File: src/rtl/av_mode_regs.sv
// av_mode_regs: Avalon-MM slave register bank with a per-register access mode
// (RW, RO, W1C sticky, self-clearing PULSE) and a pipelined read path.
// Optional feature: define AV_MODE_REGS_IRQ_EN to add irq_o, a registered OR
// of every bit held in the W1C registers.
module av_mode_regs #(
  parameter int DW         = 32,
  parameter int AW         = 16,
  parameter int REGS_NUM   = 16,
  parameter logic [REGS_NUM-1:0][DW-1:0] REGS_INIT = '0,
  parameter logic [REGS_NUM-1:0][1:0]    REGS_MODE = '0,
  parameter int RD_LATENCY = 1
) (
  input  logic                   clk_i,
  input  logic                   reset_i,
  input  logic [AW-1:0]          avms_address,
  input  logic [DW/8-1:0]        avms_byteenable,
  input  logic                   avms_read,
  input  logic                   avms_write,
  input  logic [DW-1:0]          avms_writedata,
  output logic [DW-1:0]          avms_readdata,
  output logic                   avms_readdatavalid,
  output logic [1:0]             avms_response,
  output logic [REGS_NUM-1:0]    word_valid_wr_o,
  output logic [REGS_NUM*DW-1:0] mst_word_o,
  input  logic [REGS_NUM*DW-1:0] slv_word_i
`ifdef AV_MODE_REGS_IRQ_EN
  ,
  output logic                   irq_o
`endif
);

  localparam logic [1:0] MODE_RW    = 2'd0;
  localparam logic [1:0] MODE_RO    = 2'd1;
  localparam logic [1:0] MODE_W1C   = 2'd2;
  localparam logic [1:0] MODE_PULSE = 2'd3;

  localparam logic [AW:0] REGS_NUM_W = (AW+1)'(REGS_NUM);
  localparam logic [1:0]  RESP_OKAY   = 2'b00;
  localparam logic [1:0]  RESP_SLVERR = 2'b10;

  logic [DW-1:0]                lane_mask;
  logic [DW-1:0]                wr_masked;
  logic                         addr_in_range;
  logic                         wr_acc;
  logic                         rd_acc;
  logic [REGS_NUM-1:0]          wr_hit;

  logic [REGS_NUM-1:0][DW-1:0]  reg_q, reg_d;
  logic [REGS_NUM-1:0]          wr_pulse_q, wr_pulse_d;

  logic [DW-1:0]                rd_data_d;
  logic [1:0]                   rd_resp_d;
  logic [RD_LATENCY-1:0]        rd_vld_q;
  logic [DW-1:0]                rd_data_q [RD_LATENCY];
  logic [1:0]                   rd_resp_q [RD_LATENCY];

  // Status bits of RW and PULSE registers are never consumed.
  logic                         unused_slv;
  assign unused_slv = ^slv_word_i;

  assign addr_in_range = {1'b0, avms_address} < REGS_NUM_W;
  assign wr_acc        = avms_write & addr_in_range;
  // A write in the same cycle wins; the read is dropped without a response.
  assign rd_acc        = avms_read & ~avms_write;
  assign wr_masked     = avms_writedata & lane_mask;

  // Expand byte enables into a bit mask and decode which register is written.
  always_comb begin
    lane_mask = '0;
    wr_hit    = '0;
    for (int b = 0; b < DW/8; b++) begin
      lane_mask[b*8 +: 8] = {8{avms_byteenable[b]}};
    end
    for (int i = 0; i < REGS_NUM; i++) begin
      wr_hit[i] = wr_acc && (avms_address == AW'(i));
    end
  end

  // Next register contents and write pulses according to each register's mode.
  always_comb begin
    reg_d      = reg_q;
    wr_pulse_d = '0;
    for (int i = 0; i < REGS_NUM; i++) begin
      case (REGS_MODE[i])
        MODE_RW: begin
          if (wr_hit[i]) begin
            reg_d[i]      = (reg_q[i] & ~lane_mask) | wr_masked;
            wr_pulse_d[i] = 1'b1;
          end
        end
        MODE_RO: begin
          reg_d[i] = '0;
        end
        MODE_W1C: begin
          reg_d[i]      = (reg_q[i] & ~(wr_hit[i] ? wr_masked : '0))
                          | slv_word_i[i*DW +: DW];
          wr_pulse_d[i] = wr_hit[i];
        end
        MODE_PULSE: begin
          reg_d[i]      = wr_hit[i] ? wr_masked : '0;
          wr_pulse_d[i] = wr_hit[i];
        end
        default: begin
          reg_d[i] = reg_q[i];
        end
      endcase
    end
  end

  // Register storage and write pulses; RW/W1C come out of reset at REGS_INIT.
  always_ff @(posedge clk_i or posedge reset_i) begin
    if (reset_i) begin
      for (int i = 0; i < REGS_NUM; i++) begin
        if (REGS_MODE[i] == MODE_RW || REGS_MODE[i] == MODE_W1C) begin
          reg_q[i] <= REGS_INIT[i];
        end else begin
          reg_q[i] <= '0;
        end
      end
      wr_pulse_q <= '0;
    end else begin
      reg_q      <= reg_d;
      wr_pulse_q <= wr_pulse_d;
    end
  end

  // Read data selected at the accept edge; out-of-range returns 0 with SLVERR.
  always_comb begin
    rd_data_d = '0;
    rd_resp_d = RESP_OKAY;
    if (rd_acc) begin
      if (!addr_in_range) begin
        rd_resp_d = RESP_SLVERR;
      end else begin
        for (int i = 0; i < REGS_NUM; i++) begin
          if (avms_address == AW'(i)) begin
            case (REGS_MODE[i])
              MODE_RO:    rd_data_d = slv_word_i[i*DW +: DW];
              MODE_PULSE: rd_data_d = '0;
              default:    rd_data_d = reg_q[i];
            endcase
          end
        end
      end
    end
  end

  // Read response pipeline; idle slots carry zero data and OKAY.
  always_ff @(posedge clk_i or posedge reset_i) begin
    if (reset_i) begin
      rd_vld_q <= '0;
      for (int s = 0; s < RD_LATENCY; s++) begin
        rd_data_q[s] <= '0;
        rd_resp_q[s] <= RESP_OKAY;
      end
    end else begin
      rd_vld_q[0]  <= rd_acc;
      rd_data_q[0] <= rd_data_d;
      rd_resp_q[0] <= rd_resp_d;
      for (int s = 1; s < RD_LATENCY; s++) begin
        rd_vld_q[s]  <= rd_vld_q[s-1];
        rd_data_q[s] <= rd_data_q[s-1];
        rd_resp_q[s] <= rd_resp_q[s-1];
      end
    end
  end

  assign avms_readdatavalid = rd_vld_q[RD_LATENCY-1];
  assign avms_readdata      = rd_data_q[RD_LATENCY-1];
  assign avms_response      = rd_resp_q[RD_LATENCY-1];
  assign word_valid_wr_o    = wr_pulse_q;

  // Flatten register contents toward the core.
  always_comb begin
    mst_word_o = '0;
    for (int i = 0; i < REGS_NUM; i++) begin
      mst_word_o[i*DW +: DW] = reg_q[i];
    end
  end

`ifdef AV_MODE_REGS_IRQ_EN
  logic irq_q, irq_d;

  // Interrupt request whenever any W1C register holds a set bit.
  always_comb begin
    irq_d = 1'b0;
    for (int i = 0; i < REGS_NUM; i++) begin
      if (REGS_MODE[i] == MODE_W1C) begin
        irq_d = irq_d | (|reg_q[i]);
      end
    end
  end

  // Registered interrupt output.
  always_ff @(posedge clk_i or posedge reset_i) begin
    if (reset_i) begin
      irq_q <= 1'b0;
    end else begin
      irq_q <= irq_d;
    end
  end

  assign irq_o = irq_q;
`endif

endmodule

File: config.mk
export PLATFORM = sky130hd
export DESIGN_NAME = av_mode_regs
export DESIGN_NICKNAME = d
export VERILOG_FILES = /design/src/rtl/av_mode_regs.sv
export SDC_FILE = /design/constraint.sdc
export NUM_CORES = 1
export LEC_CHECK = 0
export ABC_AREA = 1
export BUFFER_PORTS_ARGS = -buffer_cell sky130_fd_sc_hd__buf_2
export CORE_AREA = 3 3 442 444
export DETAILED_ROUTE_END_ITERATION = 10
export DIE_AREA = 0 0 445 447
export PLACE_DENSITY = 0.3
export REMOVE_ABC_BUFFERS = 1
export SLEW_MARGIN = 15
export SYNTH_ARGS = -nofsm -noshare
export SYNTH_HDL_FRONTEND = slang
export SYNTH_SLANG_ARGS = --single-unit
File: constraint.sdc
create_clock -name clk_i -period 20.7 [get_ports clk_i]
set_clock_uncertainty 0.15 [all_clocks]
set_input_delay 4.14 -clock clk_i [delete_from_list [all_inputs] [get_ports clk_i]]
set_output_delay 4.14 -clock clk_i [all_outputs]
set_load 0.005 [all_outputs]
==> out/results.ini <==
[yosys]
synth_fa_ha_area_frac=0
yosys.area_share.simple=0.222
synth_top_area_frac=0.564
synth_warnings=0
synth_top_area_cell=dfrtp_1
synthesis.instances=3068
synth_top_family_by_area=simple AND/OR/NAND/NOR gates
ys.flop_type=dfrtp_1
ys_top_cells_by_count=nand2_1 (1006), o21ai_0 (608), dfrtp_1 (562), a21oi_1 (184), nor2_1 (166)
yosysMostFrequentCell=nand2_1
ys_seq_area_frac=0.564
synthXorXnorAreaFrac=0
synth_mux_area_frac=0
synth.area.top_cells=dfrtp_1 (56%), nand2_1 (15%), o21ai_0 (12%)
synth_area_um2=24900
ys_seq_elements=562
async_flop_share=1.00
ys_types=31
synth-edff-count=0
synth_area_per_cell_um2=8.12
synth-compound-area-share=0.161

[detailed_routing]
vias=22700
drcViolationCount=0
wirelength_um=142000
avgViaCountPerCell=3.66
avgRoutedWirePerCell_um=22.8
antenna_left=0
dr.pass1.iters=5
initialDrtViolationCount=1339

[clocking]
clk_latency_ps=690
hold_buffers=0
cts_buffer_depth=3
cts_tree=yes
clk_pin_slew_ps=60
numClockSinks=562
cts-resized-gates=0
root_buffer=clkbuf_16
cts_inserted_buffers=81
post-cts-setup-buffers=0
htreeDepth=3

[timing]
timing.fmax_mhz=132
timing.hold.ws_ps=348
rsz0062_at_grt=false
drv_slew=0
hold_violations=0
tightest_slew_ps=1180
relSlewSlack=0.208
post-route-period-util=0.365
tns_ps=0
setup_violations=0
finalCriticalPeriod_ps=7560

[placement]
dp_hpwl_um=107000
portBuffers=617
gp_congestion=0.746

[setup_path]
critPathRequiredTime_ps=21130
start_kind=input port
worstPathArrival_ps=7980
cp-end-kind=flop
cpMaxStageDelayCell=nor2_1
cp_max_fo=40
crit_chain=buf_2 -> nor2_1 -> nand2_1 -> inv_2 -> nand2_4 -> inv_2 -> nand3_2 -> buf_4 -> nor2_1 -> nand2_1 -> o21ai_0
crit_type=in2reg
worst-r2r-cell-count=16
slowest_delay_ps=700
r2r_end=avms_readdata[15]$_DFF_PP0_
reg2reg_slack_ps=18420

[worst_hold_path]
hold_depth=2
hold_class=reg2reg

[floorplan]
pin_count=1131
start_util=0.130
design.core.area_um2=192000
die_h_um=447
fp.dieArea_um2=199000
num_rows=161
die_w_um=445

[global_route]
grt_max_degree=84
overflow=0
grt_pass1_vias=23200
grt.busiest_layer=met2
antenna_found_initial=13
grt_pass1_wl_um=194000
use_met2=0.250
grt_use_met1=0.161
gr-usage-all-layers=0.140
grt.met3_usage=0.0442

[status]
status=finished clean

[power_and_ir_drop]
power_density_nw_per_um2=77.0
p_leak_nw=16.5
p_total_mw=2.58
peakVddDrop_uv=46.9

[final_layout]
nFillCells=21800
drive_gt1_frac=0.225
final_nets=4182
areaGrowthSynthToFinish_pct=34.2

[job]
cap_viol_max_count=0

-- routing by layer --
metal / vias to the layer above / wire [µm]
met3: 140 / 9820
met5: - / 7
li1: 11100 / -
met4: 2 / 3340
met1: 10900 / 57000
met2: 570 / 71400
-- where the power goes --
part / leakage [nW] / total [mW] / switching [mW] / internal [mW]
Sequential: 7.85 / 1.10 / 0.000132 / 1.10
Clock: 1.27 / 1.41 / 0.580 / 0.834
Combinational: 7.40 / 0.0628 / 0.0565 / 0.00630
-- how the worst max path moves through the flow --
stage,slack (ps),start,end
3_5_place_dp,11990,avms_address[5],flop
4_1_cts,12780,avms_address[5],flop
3_3_place_gp,11960,avms_address[5],flop
6_report,13140,avms_address[5],flop
2_1_floorplan,690,reset_i,async pin
5_1_grt,12580,avms_address[7],flop
-- logic make-up (layout without fill, tap and decap cells) --
family                 after synthesis  count (layout)
buffers and inverters              336             947
AO/OA/AOI/OAI                      799             799
other                                1               7
flip-flops                         562             562
AND/OR/NAND/NOR                   1370            1370
-- cell type report --
type	count	area (µm²)	share of cell area
diodes	6	15.0	0.000449
clock buffers	125	2350	0.0704
clock inverters	23	273	0.00816
inverters	141	537	0.0161
multi-input cells	2170	9640	0.288
flip-flops and latches	562	14100	0.421
well taps	2526	3160	0.0945
repair buffers	658	3400	0.102
-- per-stage QoR --
step	cell area, µm²	utilization	instances	setup WS, ps
after floorplan	24100	-	2873	693
after global placement	30800	0.160	6057	11960
after detailed placement	30800	0.160	6057	11990
after CTS	33400	0.174	6205	12780
after global routing	33400	0.174	6206	12580
final	33400	0.174	6211	13140
-- critical path, delay by kind of cell --
family	cells	cell delay, ps
AOI/OAI and AO/OA	1	330
and+or+nand+nor	6	2300
buffers and inverters	4	1150
-- placed cells by master (no fill, tap or decap), types with 2 or more instances in the layout --
cell,instances
nor2_2,5
or2_1,6
inv_6,3
clkinvlp_4,5
clkinv_2,8
clkinv_1,2
buf_4,41
clkinv_8,3
clkbuf_8,14
inv_2,13
nand4_1,15
or2_0,24
nor2_1,160
nor3_4,4
inv_1,125
or2_2,10
a21oi_1,184
diode_2,6
bufinv_16,4
nand2_1,1006
nand3_1,106
o21ai_1,5
o21ai_0,608
buf_2,617
clkbuf_16,82
nor3_1,15
nand3_2,2
dfrtp_1,562
clkbuf_1,29
nor2_4,12
(Power assumes the default switching activity.)
